File: src/rtl/pwm_decoder_if.sv
// pwm_decoder bus: one servo PWM line in,
// decoded duty code, raw width and status out.
interface pwm_decoder_if;
  logic        iPwm;
  logic [7:0]  oCode;
  logic [23:0] oWidth;
  logic        oValid;
  logic        oPeriodErr;
  logic        oLost;

  modport master (
    output iPwm,
    input  oCode, oWidth, oValid,
    input  oPeriodErr, oLost
  );

  modport slave (
    input  iPwm,
    output oCode, oWidth, oValid,
    output oPeriodErr, oLost
  );
endinterface

File: src/rtl/pwm_decoder.sv
// pwm_decoder: servo PWM capture, measures high
// time and rise-to-rise period, recovers duty code.
module pwm_decoder #(
  parameter logic [23:0] PULSE_MIN  = 24'd80001,
  parameter logic [3:0]  SHIFT      = 4'd12,
  parameter logic [23:0] PERIOD_MIN = 24'd900000,
  parameter logic [23:0] PERIOD_MAX = 24'd1100000,
  parameter logic [23:0] TIMEOUT    = 24'd2000000
) (
  input  logic iClock,
  input  logic iReset,
  pwm_decoder_if.slave bus
);

  typedef enum logic [1:0] {
    WAIT_RISE,
    HIGH,
    LOW
  } state_e;

  localparam logic [23:0] SAT = 24'd256 << SHIFT;

  state_e      state_q;
  logic        s1_q, s2_q, s3_q;
  logic        rise_q, fall_q;
  logic [23:0] idle_q;
  logic [23:0] wcnt_q, pcnt_q, w_q;
  logic [23:0] width_q;
  logic [7:0]  code_q;
  logic        valid_q, perr_q, lost_q;

  logic [23:0] diff_d;
  logic [7:0]  code_d;
  logic        edge_d, tout_d, in_rng_d;

  function automatic logic [23:0] sat_inc(
    input logic [23:0] v
  );
    return (v == 24'hFFFFFF) ? v : v + 24'd1;
  endfunction

  // Synchronize input and register edge pulses.
  always_ff @(posedge iClock or negedge iReset) begin
    if (!iReset) begin
      s1_q   <= 1'b0;
      s2_q   <= 1'b0;
      s3_q   <= 1'b0;
      rise_q <= 1'b0;
      fall_q <= 1'b0;
    end else begin
      s1_q   <= bus.iPwm;
      s2_q   <= s1_q;
      s3_q   <= s2_q;
      rise_q <= s2_q & ~s3_q;
      fall_q <= ~s2_q & s3_q;
    end
  end

  assign edge_d = rise_q | fall_q;
  assign tout_d = (idle_q == TIMEOUT) & ~edge_d;
  assign in_rng_d = (pcnt_q >= PERIOD_MIN) &&
                    (pcnt_q <= PERIOD_MAX);

  // Idle counter: cleared by any edge, sticks at TIMEOUT.
  always_ff @(posedge iClock or negedge iReset) begin
    if (!iReset) begin
      idle_q <= '0;
    end else if (edge_d) begin
      idle_q <= '0;
    end else if (idle_q != TIMEOUT) begin
      idle_q <= idle_q + 24'd1;
    end
  end

  // Duty code from the latched width, saturated at 255.
  always_comb begin
    diff_d = w_q - PULSE_MIN;
    code_d = 8'd0;
    if (w_q < PULSE_MIN) begin
      code_d = 8'd0;
    end else if (diff_d >= SAT) begin
      code_d = 8'hFF;
    end else begin
      code_d = 8'(diff_d >> SHIFT);
    end
  end

  // Capture FSM with registered result strobes.
  always_ff @(posedge iClock or negedge iReset) begin
    if (!iReset) begin
      state_q <= WAIT_RISE;
      wcnt_q  <= '0;
      pcnt_q  <= '0;
      w_q     <= '0;
      width_q <= '0;
      code_q  <= '0;
      valid_q <= 1'b0;
      perr_q  <= 1'b0;
      lost_q  <= 1'b0;
    end else begin
      valid_q <= 1'b0;
      perr_q  <= 1'b0;
      if (tout_d) begin
        lost_q  <= 1'b1;
        state_q <= WAIT_RISE;
      end else begin
        unique case (state_q)
          WAIT_RISE: begin
            if (rise_q) begin
              wcnt_q  <= 24'd1;
              pcnt_q  <= 24'd1;
              state_q <= HIGH;
            end
          end
          HIGH: begin
            pcnt_q <= sat_inc(pcnt_q);
            if (fall_q) begin
              w_q     <= wcnt_q;
              state_q <= LOW;
            end else begin
              wcnt_q <= sat_inc(wcnt_q);
            end
          end
          LOW: begin
            if (rise_q) begin
              if (in_rng_d) begin
                width_q <= w_q;
                code_q  <= code_d;
                valid_q <= 1'b1;
                lost_q  <= 1'b0;
              end else begin
                perr_q <= 1'b1;
              end
              wcnt_q  <= 24'd1;
              pcnt_q  <= 24'd1;
              state_q <= HIGH;
            end else begin
              pcnt_q <= sat_inc(pcnt_q);
            end
          end
          default: state_q <= WAIT_RISE;
        endcase
      end
    end
  end

  assign bus.oCode      = code_q;
  assign bus.oWidth     = width_q;
  assign bus.oValid     = valid_q;
  assign bus.oPeriodErr = perr_q;
  assign bus.oLost      = lost_q;

endmodule
File: src/flat_wrapper.sv
// flat-port wrapper written by rule: the top's interface ports become plain ports
module pwm_decoder_flat 
#(
  parameter logic [23:0] PULSE_MIN  = 24'd80001,
  parameter logic [3:0]  SHIFT      = 4'd12,
  parameter logic [23:0] PERIOD_MIN = 24'd900000,
  parameter logic [23:0] PERIOD_MAX = 24'd1100000,
  parameter logic [23:0] TIMEOUT    = 24'd2000000
)
  (iClock, iReset, bus_iPwm, bus_oCode, bus_oWidth, bus_oValid, bus_oPeriodErr, bus_oLost);
  pwm_decoder_if bus_i ();
  input  logic iClock;
  input  logic iReset;
  input wire logic [$bits(bus_i.iPwm)-1:0] bus_iPwm;
  output wire logic [$bits(bus_i.oCode)-1:0] bus_oCode;
  output wire logic [$bits(bus_i.oWidth)-1:0] bus_oWidth;
  output wire logic [$bits(bus_i.oValid)-1:0] bus_oValid;
  output wire logic [$bits(bus_i.oPeriodErr)-1:0] bus_oPeriodErr;
  output wire logic [$bits(bus_i.oLost)-1:0] bus_oLost;
  assign bus_i.iPwm = bus_iPwm;
  assign bus_oCode = bus_i.oCode;
  assign bus_oWidth = bus_i.oWidth;
  assign bus_oValid = bus_i.oValid;
  assign bus_oPeriodErr = bus_i.oPeriodErr;
  assign bus_oLost = bus_i.oLost;
  pwm_decoder #(.PULSE_MIN(PULSE_MIN), .SHIFT(SHIFT), .PERIOD_MIN(PERIOD_MIN), .PERIOD_MAX(PERIOD_MAX), .TIMEOUT(TIMEOUT)) u_core (.iClock(iClock), .iReset(iReset), .bus(bus_i));
endmodule
File: config.mk
export PLATFORM = sky130hd
export DESIGN_NAME = pwm_decoder_flat
export DESIGN_NICKNAME = d
export VERILOG_FILES = /design/src/rtl/pwm_decoder_if.sv /design/src/rtl/pwm_decoder.sv /design/src/flat_wrapper.sv
export SDC_FILE = /design/constraint.sdc
export NUM_CORES = 1
export LEC_CHECK = 0
export ABC_AREA = 1
export CORE_MARGIN = 1
export CORE_UTILIZATION = 55
export DETAILED_ROUTE_END_ITERATION = 8
export PLACE_DENSITY = 0.81
export SYNTH_ARGS = -nofsm -noshare
export SYNTH_HDL_FRONTEND = slang
export SYNTH_SLANG_ARGS = --single-unit
File: constraint.sdc
create_clock -name iClock -period 1.99 [get_ports iClock]
set_input_delay 0.398 -clock iClock [delete_from_list [all_inputs] [get_ports iClock]]
set_output_delay 0.398 -clock iClock [all_outputs]
set_load 0.005 [all_outputs]
---- After elaboration in Yosys (flattened, before gate mapping) ----
Cells that the tools add are included.
storage, ports and cells
  input port bits ......................... 3
  output and inout port bits .............. 35
  flip-flop bits (word level) ............. 138
  word-level logic and storage cells ...... 85
operators by class
  equal/unequal tests ..................... 12
  bitwise logic cells ..................... 8
  add/sub/neg operators ................... 4
  reduce and logical (&&, ||, !) cells .... 15
  order comparisons ....................... 4
  mux-type cells .......................... 27
operators with widths
  kind                                                                                   count
  24-bit two-way mux                                                                     7
  24-bit by 1-bit adder with 24-bit output, second input constant                        3
  24-bit one-hot mux with 3 select lines                                                 1
  24-bit equality test, second input constant                                            2
  24-bit one-hot mux with 2 select lines                                                 1
  24-bit by 21-bit equality test with 1-bit output, second input constant                1
  24-bit by 20-bit greater-or-equal comparator with 1-bit output, second input constant  1
  24-bit by 21-bit greater-or-equal comparator with 1-bit output, second input constant  1
  24-bit by 21-bit less-or-equal comparator with 1-bit output, second input constant     1
  24-bit by 17-bit < comparator with 1-bit output, second input constant                 1
  24-bit by 21-bit inequality test with 1-bit output, second input constant              1
  24-bit by 17-bit subtractor with 24-bit output, second input constant                  1
  8-bit two-way mux                                                                      2
  1-bit two-way mux                                                                      12
  2-bit nonzero test                                                                     5
  3-bit AND reduction                                                                    3
  2-bit two-way mux                                                                      3
  3-bit by 1-bit inequality test with 1-bit output, second input constant                2
  5-bit AND reduction                                                                    1
  2-bit by 1-bit inequality test with 1-bit output, second input constant                2
  2-bit inequality test, second input constant                                           2
  1-bit NOT                                                                              4
  2-bit one-hot mux with 2 select lines                                                  1
  4-bit AND reduction                                                                    1
  other kinds (9)                                                                        11

---- Depth between registers and ports, before layout ----
Gate-level depths: netlist (run 1).
  depth after elaboration ................. 6
  mapped depth ............................ 13
  mapped depth without buffers ............ 13

---- Worst setup path before layout (run 1) ----
No wires, ideal clock.
  path kind ............................... reg-to-reg
  from .................................... reg u_core.wcnt_q[0]
  to ...................................... reg u_core.wcnt_q[16]
  arrival ................................. 1.582 ns
  library setup time ...................... 0.126 ns
  buffers on the path ..................... 1
  clock period less this slack ............ 1.708 ns
  stages on the path, launching flop included .. 12
  slack ................................... 0.282 ns
  path through ............................ dfrtp_1 ha_1 nand2_1 nor2_2 nand2_1 nor2_1 nand4_1 nand3_2 inv_2 buf_2 nand3_1 o21ai_0
on the way
  word-level cells in the longest chain between the ends .. 4
ends and longest elaborated chain
  what                                      RTL line            text
  start, declared                           pwm_decoder.sv:27   logic [23:0] wcnt_q, pcnt_q, w_q;
  start signal, assigned                    pwm_decoder.sv:121  wcnt_q <= sat_inc(wcnt_q);
  24-bit by 1-bit adder with 24-bit output  pwm_decoder.sv:39   return (v == 24'hFFFFFF) ? v : v + 24'd1;
  24-bit two-way mux                        pwm_decoder.sv:39
  24-bit two-way mux                        pwm_decoder.sv:117  if (fall_q) begin
  24-bit one-hot mux with 2 select lines    pwm_decoder.sv:107  unique case (state_q)
Parallel ways exist; a longest one is shown, timed or not. The select of a mux whose other input is x is not followed.
A chain may end at the register's enable or synchronous reset.

---- Worst setup path in the final report (run 1) ----
  from .................................... reg u_core.pcnt_q[0]
  to ...................................... reg u_core.pcnt_q[14]
on the way
  word-level cells in the longest chain between the ends .. 4
ends and longest elaborated chain
  what                                                                                     RTL line            text
  start, declared                                                                          pwm_decoder.sv:27
  start signal, assigned                                                                   pwm_decoder.sv:116  pcnt_q <= sat_inc(pcnt_q);
  start signal, assigned                                                                   pwm_decoder.sv:138  pcnt_q <= sat_inc(pcnt_q);
  24-bit by 1-bit adder with 24-bit output / 24-bit equality test (equally long branches)  pwm_decoder.sv:39
  24-bit two-way mux (*)                                                                   pwm_decoder.sv:39
  24-bit two-way mux                                                                       pwm_decoder.sv:125  if (rise_q) begin
  24-bit one-hot mux with 3 select lines (*)                                               pwm_decoder.sv:107
Mark *: on every way between the ends. The rest lies on a longest branch, timed or not.

==> results of run 1 <==
cells by family (layout without fill, tap and decap cells):
| kind of cell | count (synthesis) | count (layout) | share of synthesized area (%) |
|---|---|---|---|
| xor+xnor | 31 | 31 | 3.51 |
| flops | 138 | 138 | 44.7 |
| buf+inv | 159 | 254 | 8.29 |
| simple gates | 599 | 599 | 33.2 |
| fa+ha+maj | 9 | 9 | 1.46 |
| compound gates | 129 | 129 | 8.87 |
worst max-delay path, cell delays in order (launching register included):
cell	delay, ns
dfrtp_1	0.38
ha_1	0.18
nand2_1	0.11
nor2_4	0.18
nand2_2	0.07
nor2_1	0.19
nand2_2	0.13
buf_4	0.18
nand2_1	0.08
nand3_1	0.09
nand2_1	0.10
nand3_1	0.07
o21ai_1	0.07
layout make-up:
type / instances / area share [%]
clock inverters: 15 / 2.17
multi-input cells: 768 / 39.7
repair buffers: 88 / 8.53
clock buffers: 17 / 4.58
inverters: 134 / 5.52
well taps: 176 / 2.37
flip-flops and latches: 138 / 37.2
state kept, by name (all words and copies together) (netlist names):
signal                 cells
u_core.bus.oPeriodErr      1
u_core.state_q             2
u_core.s1_q                1
u_core.bus.oLost           1
u_core.fall_q              1
u_core.rise_q              1
u_core.bus.oWidth         24
u_core.idle_q             24
u_core.s2_q                1
u_core.s3_q                1
u_core.pcnt_q             24
u_core.wcnt_q             24
u_core.bus.oCode           8
u_core.w_q                24
u_core.bus.oValid          1
path summary, 6_finish.rpt:
path / startpoint / end / slack [ns] / cells past startpoint
setup reg to reg: u_core.pcnt_q[0] / u_core.pcnt_q[14] / 0.11 / 12
max in group asynchronous: iReset / u_core.pcnt_q[16] / 0.92 / 3
hold reg to reg: u_core.s1_q / u_core.s2_q / 0.36 / 0
hold / removal: u_core.s1_q / u_core.s2_q / 0.36 / 0
min in group asynchronous: iReset / u_core.idle_q[5] / 0.49 / 2
setup / recovery: u_core.pcnt_q[0] / u_core.pcnt_q[14] / 0.11 / 12
per-stage QoR:
stage               hold WS [ns]  setup slack [ns]
floorplan                  0.102             0.282
global placement           0.336            0.0928
detailed placement         0.347           0.00270
CTS                        0.360            0.0111
global route               0.366           -0.0815
finish                     0.361             0.105
power by group:
group / switching, mW / internal (mW)
Sequential: 0.124 / 2.96
Clock: 1.36 / 2.02
Combinational: 1.45 / 0.713
repair_timing:
action,in CTS,in global routing
endpoints found under the setup margin,3,59
gates resized for setup,1,22
hold buffers,1,0
endpoints found under the hold margin,47,0
pin swaps,0,7
setup buffers,0,7
cell usage in the layout (no fill, tap or decap), types with 4 or more instances in the layout:
cell type,instances
nand3_1,87
nor2_2,9
nor4_1,5
clkdlybuf4s50_1,36
nor3_1,24
nor2_1,126
inv_2,7
o21ai_0,67
o21ai_1,18
buf_4,46
nand4_1,24
a211oi_1,5
xor2_1,29
a21oi_1,29
clkbuf_16,17
nand2_1,300
nand2_2,4
inv_1,122
ha_1,9
inv_6,8
nor3_2,4
nor2_4,7
dfrtp_1,135
per-layer routing:
metal | vias up | track usage (%)
met5 | - | 0
met4 | 0 | 10.7
met3 | 33 | 5.24
met2 | 257 | 44.3
met1 | 3360 | 38.3
li1 | 3586 | -
==> metrics, run 1 <==
Ant. Diodes=0; Remaining DRCs=0; crit path kind=register to register; syn_nets=about 1,100; max-slew violations=0; Hold Vio Cnt, Final=0; Die Width=about 120 um; FF+latch area=around 0.0035 mm2; total core area=around 0.013 mm2; Gate Count Post-Synth=between 1,000 and 1,500; # clock sinks=138; placed cells=approximately 1,300; vias in the first global route=between 6,000 and 7,000; routed len/inst=around 14 um; Root Buffer=clkbuf_16; Synth top cells by count=nand2_1, dfrtp_1, nor2_1; Synthesis Warnings=0; Worst Skew=~0.0088 ns; EDFF count, synth=0; max-cap violations=0; Iteration-0 DRC Markers=between 700 and 800; largest net degree at the start of global routing=53; fin crit share=roughly 95%; PortBufs=37; Skew-Pair Late Insertion Delay=0.43 ns; CTS H-Tree Depth=4; Initial Utilization=a little under three fifths; setup TNS=0 ns; most area-hungry cell type in the Yosys netlist=dfrtp_1; post-place instance area=around 0.0085 mm2; I/O pins=38; area grow syn2layout=20.3%; PwrDens=about 930 mW/mm2; setup violators final=0; Final nets=between 1,000 and 1,500; Syn Area/Cell=just over 7 um2; gr ovfl total=0; worst slew pin tran=between 0.5 and 0.6 ns; vias per inst=about 5.4; detailed placement HPWL=13,600 um; Synth cell types=38; met3 routed WL=around 1100 um; most used flip-flop cell after synthesis=dfrtp_1; final non-filler cell total=about 1,300; fmax=approximately 530 MHz; top cell type's share of synthesized area=between 40 and 50%; WL final=roughly 19,000 um; RSZ-0062 raised after global routing=yes; Critical Path RT=about 2.4 ns; CP endpoint kind=register; post-synthesis sequential area ratio=~45%; placement row count=42; Num CTS Buffers=17; Post-Syn Area=0.00773 mm2; Multi-input gate area=between 0.003 and 0.004 mm2; overall die area=about 0.015 mm2; cell with the most instances after synthesis=nand2_1; Lkg Pwr=around 4.4 nW; Worst Hold Class=register to register; vias=7,236; top routing layer in use=met4; crit start category=register; CTS tree=built; final antenna-violating net count=0; GP Congestion=0.950; Die Ht=about 120 um; Final Core Density=between 60 and 70%; status=completed; worst-path fanout max=6; VDD IR-drop max=just under 0.9 mV; Yosys reg bits=roughly 140; min Tclk post-route=1.88 ns; clock tree buffer depth=2; global-route wire length before repair=approximately 32,000 um; initial antenna violation count=0; worst relative slew slack=about two thirds; Filler cells=~1,000; GRT Overall Usage=28.0%; Post-synth ARST share=100%; share of cells above drive strength 1=between 10% and 20%; wire length on met1=between 8000 and 9000 um; CP arrival=2.25 ns; Met2 Routed Length=about 9000 um; leading post-synthesis cells by cell area=dfrtp_1, nand2_1, nor2_1, inv_1, nand3_1; 1st-pass router iterations=5; post-route cell area=0.00930 mm2; CTS clk-pin slew, worst paths=0.06 ns; Tot Pwr=approximately 8.6 mW
No activity file was read; power rests on OpenSTA's default activity.
==> inputs of run 2 (changes only) <==
--- a/config.mk
+++ b/config.mk
@@ -7,9 +7,9 @@
 export LEC_CHECK = 0
 export ABC_AREA = 1
 export CORE_MARGIN = 1
-export CORE_UTILIZATION = 55
+export CORE_UTILIZATION = 30
 export DETAILED_ROUTE_END_ITERATION = 8
-export PLACE_DENSITY = 0.81
+export PLACE_DENSITY = 0.52
 export SYNTH_ARGS = -nofsm -noshare
 export SYNTH_HDL_FRONTEND = slang
 export SYNTH_SLANG_ARGS = --single-unit
==> run 2 against run 1 <==
  * Sequential share of layout area fell by 1.2 points
  * Via count fell by 3.8%
  * Largest cell class unchanged
  * Hold slack improved by 0.0011 ns
==> metrics, run 2 (synthesis gave the netlist of run 1 again) <==
Remaining DRCs=0 (unchanged); vias per inst=4.62 (was 5.42); crit-path max cell delay=0.40 ns (was 0.38 ns); Ant. Diodes=0 (unchanged); vias=6,960 (was 7,236); Hold Vio Cnt, Final=0 (unchanged); post-place instance area=0.00888 mm2 (was 0.00853 mm2); area grow syn2layout=24.2% (was 20.3%); Reg-to-Reg Start=u_core.idle_q[1] (was u_core.pcnt_q[0]); global-route wire length before repair=34,300 um (was 31,900 um); status=completed (unchanged); Tot Pwr=8.53 mW (was 8.63 mW); Worst Skew=0.0118 ns (was 0.00878 ns); VDD IR-drop max=0.453 mV (was 0.892 mV); gr ovfl total=0 (unchanged); Worst R2R Setup Slack=0.16 ns (was 0.11 ns); CTS H-Tree Depth=4 (unchanged); placement row count=58 (was 42); Root Buffer=clkbuf_16 (unchanged); # clock sinks=138 (unchanged); largest net degree at the start of global routing=49 (was 53); reg-to-reg endpoint=u_core.pcnt_q[20] (was u_core.pcnt_q[14]); setup violators final=0 (unchanged); setup TNS=0 ns (unchanged); GP Congestion=0.879 (was 0.950); fmax=545 MHz (was 531 MHz); Die Ht=162 um (was 121 um); Hold Path End=u_core.s2_q (unchanged); PwrDens=889 mW/mm2 (was 928 mW/mm2); worst slew pin tran=0.440 ns (was 0.519 ns); Filler cells=2,725 (was 1,036); 1st-pass router iterations=5 (unchanged); Num CTS Buffers=17 (unchanged); initial antenna violation count=0 (unchanged); final non-filler cell total=1,505 (was 1,336); most common cell after layout, fill and taps aside=nand2_1 (unchanged); FF+latch area=0.00345 mm2 (was 0.00346 mm2); Final nets=1,175 (was 1,159); Lkg Pwr=4.48 nW (was 4.40 nW); PortBufs=37 (unchanged); hold depth=0 (unchanged); setup ws final=0.157 ns (was 0.105 ns); Multi-input gate area=0.00369 mm2 (unchanged); fin crit share=92.1% (was 94.7%); I/O pins=38 (unchanged); worst relative slew slack=70.7% (was 65.4%); share of cells above drive strength 1=11.9% (was 10.9%); total core area=0.0253 mm2 (was 0.0135 mm2); Skew-Pair Late Insertion Delay=0.42 ns (was 0.43 ns); min Tclk post-route=1.83 ns (was 1.88 ns); Iteration-0 DRC Markers=408 (was 762); Worst Hold Class=register to register (unchanged); CP arrival=2.18 ns (was 2.25 ns); overall die area=0.0264 mm2 (was 0.0145 mm2); post-route cell area=0.00959 mm2 (was 0.00930 mm2); CTS clk-pin slew, worst paths=0.06 ns (about the same); crit path cell chain=inv_1 > ha_1 > nand4_1 > nor2_2 > nand4_1 > nand2_4 > nor2_2 > buf_4 > nor3_2 (was ha_1 > nand2_1 > nor2_4 > nand2_2 > nor2_1 > nand2_2 > buf_4 > nand2_1 > nand3_1 > nand2_1 > nand3_1 > o21ai_1); Worst Reg2Reg Path Length in Cells=9 (was 12); WL final=20,000 um (was 19,100 um); final antenna-violating net count=0 (unchanged); Die Width=162 um (was 121 um); Place WS=0.0147 ns (was 0.00270 ns); CP max-delay cell=dfrtp_1 (unchanged); CP endpoint kind=register (unchanged); GRT Overall Usage=16.3% (was 28.0%); Initial Utilization=30.6% (was 57.4%); max-slew violations=0 (unchanged); Critical Path RT=2.33 ns (was 2.35 ns); crit path kind=register to register (unchanged); CTS tree=built (unchanged); max-cap violations=0 (unchanged); commonest non-fill, non-tap cells in the layout=nand2_1, dfrtp_1, nor2_1 (unchanged); clock tree buffer depth=2 (unchanged); detailed placement HPWL=15,100 um (was 13,600 um); crit start category=register (unchanged); placed cells=1,468 (was 1,296); Worst Min Path Start=u_core.s1_q (unchanged); vias in the first global route=6,803 (was 6,775); worst-path fanout max=5 (was 6); routed len/inst=13.3 um (was 14.3 um)
[run 2: routing by layer]
metal | track usage [%] | share of wire [%] | up-vias
met5 | 0 | 0 | -
met4 | 4.55 | 1.2 | 0
met3 | 3.03 | 2.8 | 16
met2 | 25.5 | 45 | 93
met1 | 22.8 | 51 | 3237
li1 | - | - | 3614
[run 2: area by class of cell]
| class | instances | area share [%] |
|---|---|---|
| Tap cell | 330 | 4.30 |
| Clock inverter | 11 | 1.41 |
| Timing Repair Buffer | 104 | 9.74 |
| Inverter | 134 | 5.35 |
| Clock buffer | 20 | 4.76 |
| Multi-Input combinational cell | 768 | 38.4 |
| Sequential cell | 138 | 36.0 |
[run 2: timing repair]
item | 4_1_cts | 5_1_grt
setup buffers | 0 | 5
endpoints found under the hold margin | 38 | 0
endpoints found under the setup margin | 0 | 67
hold buffers | 1 | 0
resized for setup | 0 | 23
[run 2: critical path: cells and delay by family, from the launching register on]
family	cells	cell delay [ns]
fa+ha+maj	1	0.17
buf+inv	2	0.25
flops	1	0.40
simple gates	6	0.94
[run 2: how the worst max path moves through the flow]
stage	from	to	slack, ns	cells after the start
after global placement	u_core.pcnt_q[0]	u_core.pcnt_q[19]	0.10	13
after floorplan	u_core.wcnt_q[0]	u_core.wcnt_q[16]	0.28	11
final	u_core.idle_q[1]	u_core.pcnt_q[20]	0.16	9
after global routing	u_core.idle_q[0]	u_core.idle_q[20]	-0.02	11
after detailed placement	u_core.state_q[1]	u_core.wcnt_q[5]	0.01	9
after CTS	u_core.state_q[1]	u_core.wcnt_q[5]	0.006	9
[run 2: report_power, final]
part / switching, mW / leakage (nW) / internal [mW]
clock: 1.29 / 0.292 / 1.93
sequential: 0.118 / 1.90 / 2.96
combinational: 1.48 / 2.29 / 0.751
total: 2.89 / 4.48 / 5.64
[run 2: through the flow]
| stage | util [%] | hold slack, ns |
|---|---|---|
| floorplan | - | 0.102 |
| global placement | 35.2 | 0.352 |
| detailed placement | 35.2 | 0.354 |
| CTS | 37.6 | 0.367 |
| global route | 38.0 | 0.373 |
| finish | 38.0 | 0.362 |
